--- config.mk ---
export PLATFORM = sky130hd
export DESIGN_NAME = fb_pixel_writer_flat
export DESIGN_NICKNAME = d
export VERILOG_FILES = /design/src/rtl/fb_pixel_writer_if.sv /design/src/rtl/fb_pixel_writer.sv /design/src/flat_wrapper.sv
export SDC_FILE = /design/constraint.sdc
export NUM_CORES = 1
export LEC_CHECK = 0
export CORE_MARGIN = 2
export CORE_UTILIZATION = 48
export CTS_CLUSTER_SIZE = 24
export DETAILED_ROUTE_END_ITERATION = 10
export GPL_TIMING_DRIVEN = 0
export HOLD_SLACK_MARGIN = 0.05
export PLACE_DENSITY = 0.92
export SYNTH_ARGS = -nofsm -noshare
export SYNTH_HDL_FRONTEND = slang
export SYNTH_SLANG_ARGS = --single-unit
--- constraint.sdc ---
create_clock -name ahb_clk -period 3.3 [get_ports ahb_clk]
set_clock_uncertainty 0.05 [all_clocks]
set_input_delay 0.66 -clock ahb_clk [delete_from_list [all_inputs] [get_ports ahb_clk]]
set_output_delay 0.66 -clock ahb_clk [all_outputs]
set_load 0.05 [all_outputs]
--- src/rtl/fb_pixel_writer_if.sv ---
// fb_pixel_writer_if: pixel stream input and framebuffer write bus of fb_pixel_writer.
interface fb_pixel_writer_if #(
    parameter int ADDR_WIDTH = 32,
    parameter int DATA_WIDTH = 24
);
    logic                  pixel_valid;
    logic                  pixel_sof;
    logic [DATA_WIDTH-1:0] pixel_data;
    logic                  pixel_ready;
    logic                  bus_wen;
    logic [ADDR_WIDTH-1:0] bus_addr;
    logic [31:0]           bus_wdata;
    logic                  bus_request_stall;
    logic                  bus_error;
    modport master (
        input  pixel_valid, pixel_sof, pixel_data, bus_request_stall, bus_error,
        output pixel_ready, bus_wen, bus_addr, bus_wdata
    );
    modport slave (
        output pixel_valid, pixel_sof, pixel_data, bus_request_stall, bus_error,
        input  pixel_ready, bus_wen, bus_addr, bus_wdata
    );
endinterface

--- src/rtl/fb_pixel_writer.sv ---
// fb_pixel_writer: writes a raster pixel stream into a framebuffer, one stallable write per pixel.
module fb_pixel_writer #(
    parameter int                    ADDR_WIDTH = 32,
    parameter int                    DATA_WIDTH = 24,
    parameter int                    IMG_WIDTH  = 48,
    parameter int                    IMG_HEIGHT = 48,
    parameter logic [ADDR_WIDTH-1:0] BASE_ADDR  = '0
) (
    input  logic                     ahb_clk,
    input  logic                     rst,
    input  logic                     en,
    input  logic                     clr_status,
    fb_pixel_writer_if.master        bus,
    output logic                     frame_done,
    output logic [15:0]              frame_count,
    output logic                     busy,
    output logic                     err_sticky,
    output logic                     sof_early_sticky
);
    localparam int NPIX = IMG_WIDTH * IMG_HEIGHT;
    localparam int IDX_W = $clog2(NPIX);
    localparam logic [IDX_W-1:0] LAST_IDX = IDX_W'(NPIX - 1);

    typedef enum logic {IDLE, WRITE} state_t;

    state_t                state_q, state_d;
    logic [IDX_W-1:0]      idx_q, idx_d, use_idx;
    logic [ADDR_WIDTH-1:0] addr_q, addr_d;
    logic [31:0]           wdata_q, wdata_d;
    logic [15:0]           fc_q, fc_d;
    logic                  last_q, last_d;
    logic                  fd_q, fd_d;
    logic                  err_q, err_d;
    logic                  sof_q, sof_d;
    logic                  complete, ready, accept;

    always_comb begin
        complete = (state_q == WRITE) && !bus.bus_request_stall;
        ready    = en && !rst && ((state_q == IDLE) || complete);
        accept   = ready && bus.pixel_valid;
        use_idx  = bus.pixel_sof ? '0 : idx_q;
        state_d  = state_q;
        idx_d    = idx_q;
        addr_d   = addr_q;
        wdata_d  = wdata_q;
        last_d   = last_q;
        if (accept) begin
            state_d = WRITE;
            idx_d   = (use_idx == LAST_IDX) ? '0 : use_idx + 1'b1;
            addr_d  = BASE_ADDR + ADDR_WIDTH'({use_idx, 2'b00});
            wdata_d = 32'(bus.pixel_data[DATA_WIDTH-1:0]);
            last_d  = (use_idx == LAST_IDX);
        end else if (complete) begin
            state_d = IDLE;
        end
        // the last pixel's completion yields a done pulse on the following cycle
        fd_d  = complete && last_q;
        fc_d  = fc_q + 16'(fd_d);
        err_d = (complete && bus.bus_error) || (err_q && !clr_status);
        sof_d = (accept && bus.pixel_sof && (idx_q != '0)) || (sof_q && !clr_status);
    end

    always_ff @(posedge ahb_clk) begin
        if (rst) begin
            state_q <= IDLE;
            idx_q   <= '0;
            addr_q  <= '0;
            wdata_q <= '0;
            last_q  <= 1'b0;
            fd_q    <= 1'b0;
            fc_q    <= '0;
            err_q   <= 1'b0;
            sof_q   <= 1'b0;
        end else begin
            state_q <= state_d;
            idx_q   <= idx_d;
            addr_q  <= addr_d;
            wdata_q <= wdata_d;
            last_q  <= last_d;
            fd_q    <= fd_d;
            fc_q    <= fc_d;
            err_q   <= err_d;
            sof_q   <= sof_d;
        end
    end

    assign bus.pixel_ready  = ready;
    assign bus.bus_wen      = (state_q == WRITE);
    assign bus.bus_addr     = addr_q;
    assign bus.bus_wdata    = wdata_q;
    assign busy             = (state_q == WRITE);
    assign frame_done       = fd_q;
    assign frame_count      = fc_q;
    assign err_sticky       = err_q;
    assign sof_early_sticky = sof_q;
endmodule
--- src/flat_wrapper.sv ---
// flat-port wrapper written by rule: the top's interface ports become plain ports
module fb_pixel_writer_flat 
#(
    parameter int                    ADDR_WIDTH = 32,
    parameter int                    DATA_WIDTH = 24,
    parameter int                    IMG_WIDTH  = 48,
    parameter int                    IMG_HEIGHT = 48,
    parameter logic [ADDR_WIDTH-1:0] BASE_ADDR  = '0
)
  (ahb_clk, rst, en, clr_status, frame_done, frame_count, busy, err_sticky, sof_early_sticky, bus_pixel_valid, bus_pixel_sof, bus_pixel_data, bus_bus_request_stall, bus_bus_error, bus_pixel_ready, bus_bus_wen, bus_bus_addr, bus_bus_wdata);
  fb_pixel_writer_if #(.ADDR_WIDTH(ADDR_WIDTH), .DATA_WIDTH(DATA_WIDTH)) bus_i ();
  input  logic ahb_clk;
  input  logic rst;
  input  logic en;
  input  logic clr_status;
  output logic frame_done;
  output logic [15:0] frame_count;
  output logic busy;
  output logic err_sticky;
  output logic sof_early_sticky;
  input wire logic [$bits(bus_i.pixel_valid)-1:0] bus_pixel_valid;
  input wire logic [$bits(bus_i.pixel_sof)-1:0] bus_pixel_sof;
  input wire logic [$bits(bus_i.pixel_data)-1:0] bus_pixel_data;
  input wire logic [$bits(bus_i.bus_request_stall)-1:0] bus_bus_request_stall;
  input wire logic [$bits(bus_i.bus_error)-1:0] bus_bus_error;
  output wire logic [$bits(bus_i.pixel_ready)-1:0] bus_pixel_ready;
  output wire logic [$bits(bus_i.bus_wen)-1:0] bus_bus_wen;
  output wire logic [$bits(bus_i.bus_addr)-1:0] bus_bus_addr;
  output wire logic [$bits(bus_i.bus_wdata)-1:0] bus_bus_wdata;
  assign bus_i.pixel_valid = bus_pixel_valid;
  assign bus_i.pixel_sof = bus_pixel_sof;
  assign bus_i.pixel_data = bus_pixel_data;
  assign bus_i.bus_request_stall = bus_bus_request_stall;
  assign bus_i.bus_error = bus_bus_error;
  assign bus_pixel_ready = bus_i.pixel_ready;
  assign bus_bus_wen = bus_i.bus_wen;
  assign bus_bus_addr = bus_i.bus_addr;
  assign bus_bus_wdata = bus_i.bus_wdata;
  fb_pixel_writer #(.ADDR_WIDTH(ADDR_WIDTH), .DATA_WIDTH(DATA_WIDTH), .IMG_WIDTH(IMG_WIDTH), .IMG_HEIGHT(IMG_HEIGHT), .BASE_ADDR(BASE_ADDR)) u_core (.ahb_clk(ahb_clk), .rst(rst), .en(en), .clr_status(clr_status), .bus(bus_i), .frame_done(frame_done), .frame_count(frame_count), .busy(busy), .err_sticky(err_sticky), .sof_early_sticky(sof_early_sticky));
endmodule
After elaboration in Yosys (flattened, before gate mapping). Cells that the tools add are included.

Output and inout bits: 86. Input bits: 32. Register bits: 69. Word-level logic and storage cells: 35.

Bitwise operators: 1. Mux-type cells: 4. Add/subtract/negate cells: 2. Reductions and logical operators: 18. Equal/unequal tests: 1.

Operator list (count): 2-to-1 mux 12 bit (2); adder 16 x 1 -> 16 bit (1); adder 12 x 1 -> 12 bit (second input constant) (1); equality test 12 bit (second input constant) (1); nonzero test 12 bit (1); logical AND 1 bit (10); zero test 1 bit (3); logical OR 1 bit (3); 2-to-1 mux 1 bit (2); nonzero test 2 bit (1); inverter 1 bit (1).

Logic depth before layout (Yosys ltp). Gate-level depths: netlist (run 1).

Depth in word-level cells: 8. Gate-level depth with buffers: 8. Depth with buffers taken out: 8.

Least setup slack after synthesis (run 1). Ideal clock, no wire load.

Kind: input port to output port. From: input port rst. To: output port bus_pixel_ready. Stages: 3. Path slack: 0.972 ns. Arrival time: 1.618 ns. Buffers on the path: 1. Data required time: 2.590 ns. Path through: buf_2 > nand2b_4 > nor2_1.

Cells in the longest elaborated chain, start to end: 3.

RTL lines: from (decl) (RTL line flat_wrapper.sv:13) `input logic rst;`; zero test 1 bit (RTL line fb_pixel_writer.sv:39) `ready = en && !rst && ((state_q == IDLE) || complete);`; logical AND 1 bit (2 in series) (RTL line fb_pixel_writer.sv:39); to (decl) (RTL line flat_wrapper.sv:26) `output wire logic [$bits(bus_i.pixel_ready)-1:0] bus_pixel_ready;`.

Every way passes these cells.

Worst setup path in the final report (run 1).
From: input port bus_bus_request_stall. To: output port bus_pixel_ready.

Cells in the longest elaborated chain, start to end: 4.

RTL lines: from (decl) (RTL line flat_wrapper.sv:24) `input wire logic [$bits(bus_i.bus_request_stall)-1:0] bus_bus_request_stall;`; zero test 1 bit (RTL line fb_pixel_writer.sv:38) `complete = (state_q == WRITE) && !bus.bus_request_stall;`; logical AND 1 bit (RTL line fb_pixel_writer.sv:38); logical OR 1 bit (RTL line fb_pixel_writer.sv:39); logical AND 1 bit (RTL line fb_pixel_writer.sv:39).

Every way passes these cells.

==> results.md, run 1 <==
- boundary pin count: 118
- dominant cell type by area after synthesis: dfxtp_1
- Largest delay share family, worst path: buffers and inverters
- DRC: 0
- Core Box Area: 0.006350 mm²
- count of fill cells added during filler insertion: 511
- clock network fraction of total power: 0.396
- drt via density: 5.164
- start-to-end type of the worst setup path: input port to output pin
- Reg2Reg Depth: 8
- number of inserted diodes: 0
- total negative slack for setup checks: 0 ns
- global-route wire length before repair: 13,420 µm
- clk_lat worst skew: 0.34 ns
- area used by multi-input combinational logic: 0.001515 mm²
- post-route cell area: 0.004449 mm²
- final RePlAce weighted congestion: 0.9186
- Detailed Route Iter0 Violations: 160
- portion of the post-synthesis area used by sequential elements: 0.4390
- die outline area: 0.007219 mm²
- pin count of the biggest net entering global routing: 13
- final critical delay including setup and external delays: 3.019 ns
- max-slew violation count: 0
- Buf/Inv on CP: 3
- CTS tree: done
- routed len/inst: 13.67 µm
- Max-Cap Viols: 0
- ordered cell list for the critical path: clkdlybuf4s50_1 > and2_4 > buf_6 > nor2_1 > clkdlybuf4s50_1
- number of iterations in the first detailed-routing pass: 4
- total standard cell area after synthesis: 0.003147 mm²
- worst voltage drop across the vdd grid: 0.3853 mV
- setup repair after global routing missed its margin: no
- top flip-flop cell by instance count after synthesis: dfxtp_1
- chip height: 84.97 µm
- synthesized instance count: 383
- Lkg Pwr: 1.808 nW
- Critical Path Fanout Max: 6
- routed via count: 3,052
- Period Utilization, post-route: 0.9149
- share of synthesized flip-flops with an asynchronous set or reset: 0
- CTS H-tree lvls: 3
- number of instances resized during post-cts repair: 0
- count of synthesis-stage warnings from yosys: 0
- kind of end point of the critical path: output pin
- combinational share of power: 0.160
- clock tree root driver cell: clkbuf_8
- initial standard-cell utilization of the core: 0.4956
- number of CTS-inserted buffers: 9
- arrival time at the worst endpoint: 2.31 ns
- CP most frequent cell: clkdlybuf4s50_1
- Routed Wire Length: 8077 µm
- path type of the worst min-delay path: flip-flop to flip-flop
- ranking of synthesized cells by area: dfxtp_1 (44%), nand2_1 (8.6%), buf_4 (6.9%)
- Crit path required time: 2.59 ns
- number of rows created at floorplan: 29
- P&R area growth vs syn: 41.39%
- highest clock frequency the design can meet: 0.3312 GHz
- area of placed instances: 0.004225 mm²
- critical path launch point type: input port
- number of buffers inserted by hold repair at cts: 0
- slew margin rel.: 0.5761
- peak per-stage delay on the critical path: 0.82 ns
- number of hold-slack violations in the final timing report: 0
- number of global-route vias before repair: 2,952
- most instantiated library cell after synthesis: nand2_1
- combined global-route utilization of all metal layers: 0.2306
- result of the run: finished, final reports clean
- Post-CTS Setup Repair Bufs: 0
- overall overflow remaining after global route: 0
- total power divided by cell area: 435.2 mW/mm²
- number of distinct standard cells referenced by the synthesized netlist: 45
- number of nets with antenna violations after routing: 0
- final setup fails: 0
- highest-delay cell along the critical path: clkdlybuf4s50_1
- layout cells sized above 1: 0.1128
- number of antenna violations at the first check in global routing: 0
- logic depth of the worst setup path including buffers: 5
- Port-buffer cells: 88
- total area of sequential cells: 0.001381 mm²
- actual transition at the worst max-transition pin: 0.6324 ns
- NetSw: 0.0005352 W
- relative contribution of sequential cells to total power: 0.444
- post-detail-place hpwl: 6053 µm
- final core utilization: 0.7007
- Clock Pin Slew Worst Setup and Hold Paths: 0.06 ns
- switching portion of total power: 0.2764
- Layout Nets: 545
- Pint: 0.001401 W
- x dimension of the die: 84.97 µm
- maximum root-to-sink buffer count: 2
- leading post-synthesis cells by instance count: nand2_1 (72), dfxtp_1 (69), nand3_1 (43), buf_4 (29), nor2_1 (17)
- Synth top area share: 0.4390
- Post-synth EDFFs: 0
- CTS sink count: 69
- Yosys reg bits: 69
- average size of a mapped cell: 8.216 µm²
- instance count along the most critical hold path: 2
[power by group through the flow]
stage | combinational (W) | clock (W) | sequential [W]
floorplan | 0.000157 | 0 | 0.000938
global placement | 0.000306 | 0 | 0.000878
detailed placement | 0.000309 | 0 | 0.000879
CTS | 0.000309 | 0.000775 | 0.000860
global route | 0.000328 | 0.000815 | 0.000862
finish | 0.000311 | 0.000766 | 0.000860
[worst min-delay path: stages, from the launching register on]
cell     delay, ns
dfxtp_1       0.31
nand2_1       0.05
a21oi_1       0.05
[flip-flops by register name, indices dropped and copies added, names as in the netlist]
signal                   count
u_core.bus.bus_wen           1
u_core.bus.bus_wdata        24
u_core.frame_done            1
u_core.idx_q                12
u_core.sof_early_sticky      1
u_core.frame_count          16
u_core.bus.bus_addr         12
u_core.err_sticky            1
u_core.last_q                1
[area by class of cell]
| type | instances | area share |
|---|---|---|
| Timing Repair Buffer | 88 | 0.1980 |
| Inverter | 7 | 0.005906 |
| Sequential cell | 69 | 0.3105 |
| Multi-Input combinational cell | 282 | 0.3406 |
| Tap cell | 77 | 0.02165 |
| Clock inverter | 6 | 0.01940 |
| Clock buffer | 10 | 0.03093 |
| Buffer | 52 | 0.07312 |
[logic make-up after synthesis]
family / synth area share
other: 0.001192
and+or+nand+nor: 0.2994
AOI/OAI and AO/OA: 0.09941
DFF: 0.4390
adders and majority gates: 0.01591
xor gates and xnor gates: 0.03340
buffers and inverters: 0.1117
[placed cells by master, fill, tap and decap left out, types with 3 or more instances in the layout]
master and count:
nor2b_1 5, nor3_1 4, nand3b_1 5, a31oi_1 7
xnor2_1 5, buf_4 29, and3_1 4, nand2_1 72
xor2_1 7, clkbuf_1 11, inv_1 7, buf_2 5
and4_1 4, nand4_1 10, clkdlybuf4s50_1 88, o21ai_0 11
ha_1 4, conb_1 28, nor2_1 17, dfxtp_1 69
clkbuf_8 10, nor4_1 3, or3_1 8, nand3_1 43
and2_1 4, buf_1 5, a21oi_1 15, nand2b_1 3
o22ai_1 3
[through the flow]
stage | worst slack [ns] | hold WS [ns] | total power, W | instances
final | 0.2809 | 0.3988 | 0.001936 | 591
after global placement | 0.2833 | 0.3906 | 0.001184 | 575
after global routing | 0.2046 | 0.4250 | 0.002005 | 591
after detailed placement | 0.2862 | 0.3950 | 0.001188 | 575
after floorplan | 0.9715 | 0.3994 | 0.001094 | 410
after CTS | 0.2718 | 0.4038 | 0.001944 | 591
[routing by layer]
metal | vias to the layer above | global-route usage | routed length, µm
met5 | - | 0 | 0
met4 | 0 | 0.1025 | 153
met3 | 13 | 0.08268 | 761
met2 | 137 | 0.3864 | 3911
met1 | 1381 | 0.2641 | 3250
li1 | 1521 | - | -
[path summary, 6_finish.rpt]
kind | start | end | slack, ns
hold / removal | u_core.bus.bus_addr[8]$_SDFFE_PP0P_ | u_core.bus.bus_addr[8]$_SDFFE_PP0P_ | 0.40
setup / recovery | bus_bus_request_stall | bus_pixel_ready | 0.28
hold reg to reg | u_core.bus.bus_addr[8]$_SDFFE_PP0P_ | u_core.bus.bus_addr[8]$_SDFFE_PP0P_ | 0.40
setup reg to reg | u_core.bus.bus_wen$_SDFFE_PP0P_ | u_core.frame_count[8]$_SDFF_PP0_ | 1.05
Note: power is estimated with default switching activity, not from simulation.
==> inputs of run 2 (changes only) <==
--- a/config.mk
+++ b/config.mk
@@ -7,6 +7,7 @@
 export LEC_CHECK = 0
 export CORE_MARGIN = 2
 export CORE_UTILIZATION = 48
+export CTS_CLUSTER_DIAMETER = 120
 export CTS_CLUSTER_SIZE = 24
 export DETAILED_ROUTE_END_ITERATION = 10
 export GPL_TIMING_DRIVEN = 0
==> results of run 2 <==
No change in the layout: final DEF, timing and power equal those of run 1.
